<file path="config.mk">
export PLATFORM = sky130hd
export DESIGN_NAME = uart_rx_oversample
export DESIGN_NICKNAME = d
export VERILOG_FILES = /design/src/rtl/uart_rx_oversample.sv
export SDC_FILE = /design/constraint.sdc
export NUM_CORES = 1
export LEC_CHECK = 0
export ABC_CLOCK_PERIOD_IN_PS = 3690
export CORE_MARGIN = 2
export CORE_UTILIZATION = 57
export DETAILED_ROUTE_END_ITERATION = 10
export PLACE_DENSITY = 0.8
export REMOVE_ABC_BUFFERS = 1
export SLEW_MARGIN = 25
export SYNTH_ARGS = -nofsm -noshare
export SYNTH_HDL_FRONTEND = slang
export SYNTH_SLANG_ARGS = --single-unit
</file>
<file path="constraint.sdc">
create_clock -name clk -period 3.69 [get_ports clk]
set_input_delay 0.738 -clock clk [delete_from_list [all_inputs] [get_ports clk]]
set_output_delay 0.738 -clock clk [all_outputs]
set_load 0.02 [all_outputs]
</file>
<file path="src/rtl/uart_rx_oversample.sv">
// UART receiver driven by a 16x (OVERSAMPLE) baud tick: 2-flop rx synchroniser,
// mid-bit sampling FSM, and a one-word holding register with ready/framing/overrun flags.
module uart_rx_oversample #(
  parameter int DATA_BITS  = 8,
  parameter int OVERSAMPLE = 16
) (
  input  logic                 clk,
  input  logic                 reset,
  input  logic                 enable,
  input  logic                 baud_tick,
  input  logic                 rx,
  input  logic                 read_strobe,
  output logic [DATA_BITS-1:0] rx_data,
  output logic                 rx_ready,
  output logic                 framing_error,
  output logic                 overrun,
  output logic                 busy
);

  localparam int TW = $clog2(OVERSAMPLE);
  localparam int BW = $clog2(DATA_BITS + 1);
  localparam logic [TW-1:0] HALF_LAST = TW'(OVERSAMPLE / 2 - 1);
  localparam logic [TW-1:0] FULL_LAST = TW'(OVERSAMPLE - 1);
  localparam logic [BW-1:0] BIT_LAST  = BW'(DATA_BITS - 1);

  typedef enum logic [2:0] {IDLE, START, DATA, STOP, BREAK} state_t;

  state_t                 state;
  logic                   rx_meta;
  logic                   rx_s;
  logic [TW-1:0]          tick_cnt;
  logic [BW-1:0]          bit_cnt;
  logic [DATA_BITS-1:0]   shift;
  logic                   complete;

  assign complete = enable && baud_tick && (state == STOP) && (tick_cnt == FULL_LAST);
  assign busy     = (state != IDLE);

  always_ff @(posedge clk) begin
    if (reset) begin
      state         <= IDLE;
      rx_meta       <= 1'b1;
      rx_s          <= 1'b1;
      tick_cnt      <= '0;
      bit_cnt       <= '0;
      shift         <= '0;
      rx_data       <= '0;
      rx_ready      <= 1'b0;
      framing_error <= 1'b0;
      overrun       <= 1'b0;
    end else begin
      rx_meta <= rx;
      rx_s    <= rx_meta;

      // A read coinciding with completion consumes the old word, so no overrun.
      if (complete) begin
        rx_data       <= shift;
        rx_ready      <= 1'b1;
        framing_error <= ~rx_s;
        overrun       <= read_strobe ? 1'b0 : (overrun | rx_ready);
      end else if (read_strobe && rx_ready) begin
        rx_ready      <= 1'b0;
        framing_error <= 1'b0;
        overrun       <= 1'b0;
      end

      if (!enable) begin
        state    <= IDLE;
        tick_cnt <= '0;
        bit_cnt  <= '0;
      end else if (baud_tick) begin
        case (state)
          IDLE: begin
            if (!rx_s) begin
              state    <= START;
              tick_cnt <= '0;
            end
          end
          START: begin
            if (tick_cnt == HALF_LAST) begin
              tick_cnt <= '0;
              if (!rx_s) begin
                state   <= DATA;
                bit_cnt <= '0;
              end else begin
                state <= IDLE;
              end
            end else begin
              tick_cnt <= tick_cnt + 1'b1;
            end
          end
          DATA: begin
            if (tick_cnt == FULL_LAST) begin
              tick_cnt <= '0;
              shift    <= {rx_s, shift[DATA_BITS-1:1]};
              bit_cnt  <= bit_cnt + 1'b1;
              if (bit_cnt == BIT_LAST) state <= STOP;
            end else begin
              tick_cnt <= tick_cnt + 1'b1;
            end
          end
          STOP: begin
            if (tick_cnt == FULL_LAST) begin
              tick_cnt <= '0;
              state    <= rx_s ? IDLE : BREAK;
            end else begin
              tick_cnt <= tick_cnt + 1'b1;
            end
          end
          BREAK: begin
            if (rx_s) state <= IDLE;
          end
          default: state <= IDLE;
        endcase
      end
    end
  end

endmodule

</file>
# [Yosys cells after proc, flatten, opt, wreduce, memory -nomap -nowiden]
# Cells that the tools add are included.
# Widths: inputs -> output; s select.
[word_totals] output_inout_bits=12 in_bits=6 memories=0 ramBits=0 reg_bits=32 latchBits=0 mem_bits_ro=0 word_cells=65
[op_classes] n_reduce_logical=15 n_eq_ne=14 order_cmp=0 div_mod_pow=0 shifts=0 n_bitwise=3 multipliers=0 n_mux=21 addsub=2
[op_table] cell="$mux 3" n=7
[op_table] cell="$mux 4" n=5
[op_table] cell="$pmux 3 s5" n=1
[op_table] cell="$ne 2x2->1 const B" n=6
[op_table] cell="$pmux 4 s3" n=1
[op_table] cell="$add 4x1->4 const B" n=2
[op_table] cell="$eq 4x3->1 const B" n=2
[op_table] cell="$pmux 4 s2" n=1
[op_table] cell="$reduce_and 7->1" n=1
[op_table] cell="$eq 3x2->1 const B" n=2
[op_table] cell="$reduce_bool 3->1" n=2
[op_table] cell="$mux 1" n=5
[op_table] cell="$reduce_and 5->1" n=1
[op_table] cell="$eq 4x4->1 const B" n=1
[op_table] cell="$logic_and 1x1->1" n=4
[op_table] cell="$reduce_and 4->1" n=1
[op_table] cell="$reduce_bool 2->1" n=2
[op_table] cell="$reduce_or 2->1" n=2
[op_table] cell="$eq 3x1->1 const B" n=1
[op_table] cell="$eq 3x3->1 const B" n=1
[op_table] cell="$logic_not 3->1" n=1
[op_table] cell="$reduce_and 3->1" n=1
[op_table] cell="$mux 2" n=1
[op_table] cell="$ne 2x1->1 const B" n=1
[op_table] cell="2 further kinds" n=3

# [Longest topological paths before layout]
[logic_depth] word_depth=4 ltp_mapped=6 mapped_depth_nobuf=5

# [Worst setup path before layout]
# Ideal clock, no wire load.
[synth_timing] path_kind="input to register" startpoint="input baud_tick" endpoint="register bit_cnt[3]" path_buffers=1 path_slack_ns=1.757 arrival_time_ns=1.862 cell_stages=5 path_cell_list="buf_2 -> nor2b_1 -> o211ai_1 -> or4_1 -> a21oi_1"
[synth_between] elab_chain_len=1
[synth_rtl] item="start, declared" line="10" text="input logic baud_tick,"
[synth_rtl] item="$reduce_and 5->1 (no source line)"
[synth_rtl] item="end signal, assigned" line="96" text="bit_cnt <= bit_cnt + 1'b1;"
[synth_rtl] item="end, declared" line="32" text="logic [BW-1:0] bit_cnt;"
# No other way between the ends.
# A chain may end at the register's enable or synchronous reset.

# [Final worst setup path]
[layout_timing] startpoint="register state[2]" endpoint="output busy"
[layout_between] elab_chain_len=1
[layout_rtl] item="start, declared" line="28" text="state_t state;"
[layout_rtl] item="start signal, assigned" line="105" text="state <= rx_s ? IDLE : BREAK;"
[layout_rtl] item="$reduce_bool 3->1" line="37" text="assign busy = (state != IDLE);"
[layout_rtl] item="end, declared" line="17" text="output logic busy"
# No other way between the ends.

==> flow_summary.ini <==
[final_layout]
final_common_cell = dfxtp_1
fin_nets = 178
layout_common_cells = dfxtp_1, nor2_1, mux2i_1
fin_cells = 201
n_antenna_cell = 0
syn_to_final_growth_pct = 16.1
layout-drive-gt1-share_pct = 8.19

[yosys]
yosys-top-cells-area = dfxtp_1, mux2i_1, nor2_1
synth_top_family_by_area = simple AND/OR/NAND/NOR gates
synth_top_area_cell = dfxtp_1
yosysUniqueCellTypes = 37
synth-edff-count = 0
synth-xor-area-share_pct = 1.24
synth_top_area_share_pct = 45.2
async_flop_share_pct = 0
synthMuxAreaShare_pct = 12.7
synth_fa_ha_area_share_pct = 1.77
avgSynthCellArea_um2 = 9.21
synth_top_flop_cell = dfxtp_1
synth_seq_cells = 32
ys_warn_count = 0
synthSimpleGateAreaFrac_pct = 23.6
syn_inst = 154
synth_compound_area_share_pct = 11.8
synth_area_um2 = 1420
yosysSeqAreaShare_pct = 45.2

[routing]
drtPass1Iterations = 4
avgRoutedWirePerCell_um = 13.6
drcViolationCount = 0
drt-vias-per-instance = 5.64
highest_layer = met4
ant_nets = 0
dr_wl_met2_mm = 1.33
wl_met3_um = 88
wl_met1_mm = 1.27
drt_iter0_markers = 23
vias = 1133
drt_wl_total_mm = 2.73

[timing]
tightest_slew_ns = 0.713
rsz0062_at_grt = no
timing.setup.tns_ns = 0
finalMaxSlewViolations = 0
hold_viol_final = 0
period_minus_slack_ns = 2.48
fin_hold_ws_ns = 0.422
finClkSkew_ns = 0.00548
period_share_pct = 67.2
setup_ws_ns = 1.21
setup_violations = 0
timing.fmax_mhz = 403
relSlewSlack_pct = 52.3

[placement]
dp_hpwl_mm = 1.94
port_buffers = 17
place_inst = 193
gp_congestion = 0.760
post-place-ws_ns = 0.997

[floorplanning]
die_w_um = 53.9
core-area_um2 = 2410
start_util_pct = 58.8
die_area_um2 = 2900
dieHeight_um = 53.9
rows = 18
io_pins = 18

[clocking]
postCtsSetupRepairBufs = 0
htreeDepth = 2
postCtsResizedCells = 0
cts_tree = built
cts.clk_slew.worst_paths_ns = 0.10
numCtsBuffers = 5
cts-root-buf = clkbuf_4
cts_max_path_buffers = 2
hold_buffers = 0
clock_latency_ns = 0.33
clock_sinks = 32

[worst_setup_path]
cp.required_ns = 2.95
rr_startpoint = tick_cnt[0]
crit_arrival_ns = 1.74
cp_max_fo = 14
end_kind = primary output
r2r_end = overrun
reg2reg_depth = 5
crit_type = reg -> out
critPathLaunch = state[2]
start_kind = flop
r2r_slack_ns = 1.67
endpoint = busy

[global_routing]
antenna_found_initial = 0
grt_pass1_wl_mm = 4.52
overflow = 0
grt_max_degree = 23
track_usage_pct = 22.1
grt_pass1_vias = 1067

[power_and_ir_drop]
leakage_nw = 0.704
p_per_area_nw_per_um2 = 347
vdd_ir_drop_max_mv = 0.311

[run_status]
status = completed

[flow_run]
maxCapViolCount = 0

[min_path]
min_path_type = reg -> reg
-- final cells by class --
| type | instances | area (um^2) |
|---|---|---|
| sequential | 32 | 641 |
| clock inverter | 2 | 10.0 |
| tap | 30 | 37.5 |
| clock buffer | 6 | 51.3 |
| inverter | 3 | 11.3 |
| multi-input combinational | 111 | 724 |
| timing repair buffer | 17 | 170 |
| fill | 187 | 764 |
-- synth_stat cells (all sizes together) (2+ instances only) --
| library cell | count |
|---|---|
| and3b | 3 |
| a31oi | 2 |
| xnor2 | 2 |
| nand3 | 6 |
| inv | 3 |
| dfxtp | 32 |
| nor2 | 23 |
| buf | 4 |
| a21oi | 11 |
| nor4b | 2 |
| mux2i | 18 |
| or2 | 5 |
| ha | 2 |
| nand2b | 2 |
| o21ai | 8 |
| or4 | 2 |
| or3 | 2 |
| and2 | 2 |
| clkbuf | 4 |
| nand2 | 5 |
-- worst max-delay path: stages (launching register included) --
cell and delay (ns):
dfxtp_1 0.46, or3_1 0.42, clkdlybuf4s50_1 0.54
-- flip-flops by register name, summed over array words and instances (netlist names) --
signal and cells:
rx_data 8, shift 8, bit_cnt 4, tick_cnt 4, state 3, framing_error 1
overrun 1, rx_meta 1, rx_ready 1, rx_s 1
-- power breakdown --
group | internal, W | switching [W] | total, W | leakage [nW]
registers | 0.000346 | 0.00000133 | 0.000348 | 0.258
logic | 0.00000812 | 0.0000105 | 0.0000187 | 0.408
clock network | 0.0000905 | 0.000114 | 0.000205 | 0.0380
-- how the worst min path moves through the flow --
stage	cells after the start	slack [ns]	to	start
finish	1	0.42	rx_s	rx_meta
global route	1	0.43	rx_s	rx_meta
CTS	1	0.43	rx_s	rx_meta
detailed placement	1	0.41	rx_s	rx_meta
global placement	1	0.40	rx_s	rx_meta
floorplan	1	0.39	rx_s	rx_meta
-- logic make-up (layout without fill, tap and decap cells) --
logic type,Yosys count,count (layout)
AND/OR/NAND/NOR,61,61
flip-flops,32,32
AO/OA/AOI/OAI,28,28
multiplexers,18,18
buffers and inverters,11,28
adder cells (fa/ha/maj),2,2
XOR/XNOR,2,2
-- stage by stage --
stage / cell area [um^2] / power [W] / util (%)
after global routing: 1650 / 0.000594 / 68.3
after global placement: 1580 / 0.000373 / 65.7
final: 1650 / 0.000571 / 68.3
after CTS: 1650 / 0.000578 / 68.3
after floorplan: 1380 / 0.000362 / -
after detailed placement: 1580 / 0.000374 / 65.7
-- routing by layer --
metal  vias up  track usage, %
met5         -               0
met4         0            11.5
met3         7            7.50
met2        17            34.8
met1       532            26.6
li1        577               -
No activity file was read; power rests on OpenSTA's default activity.
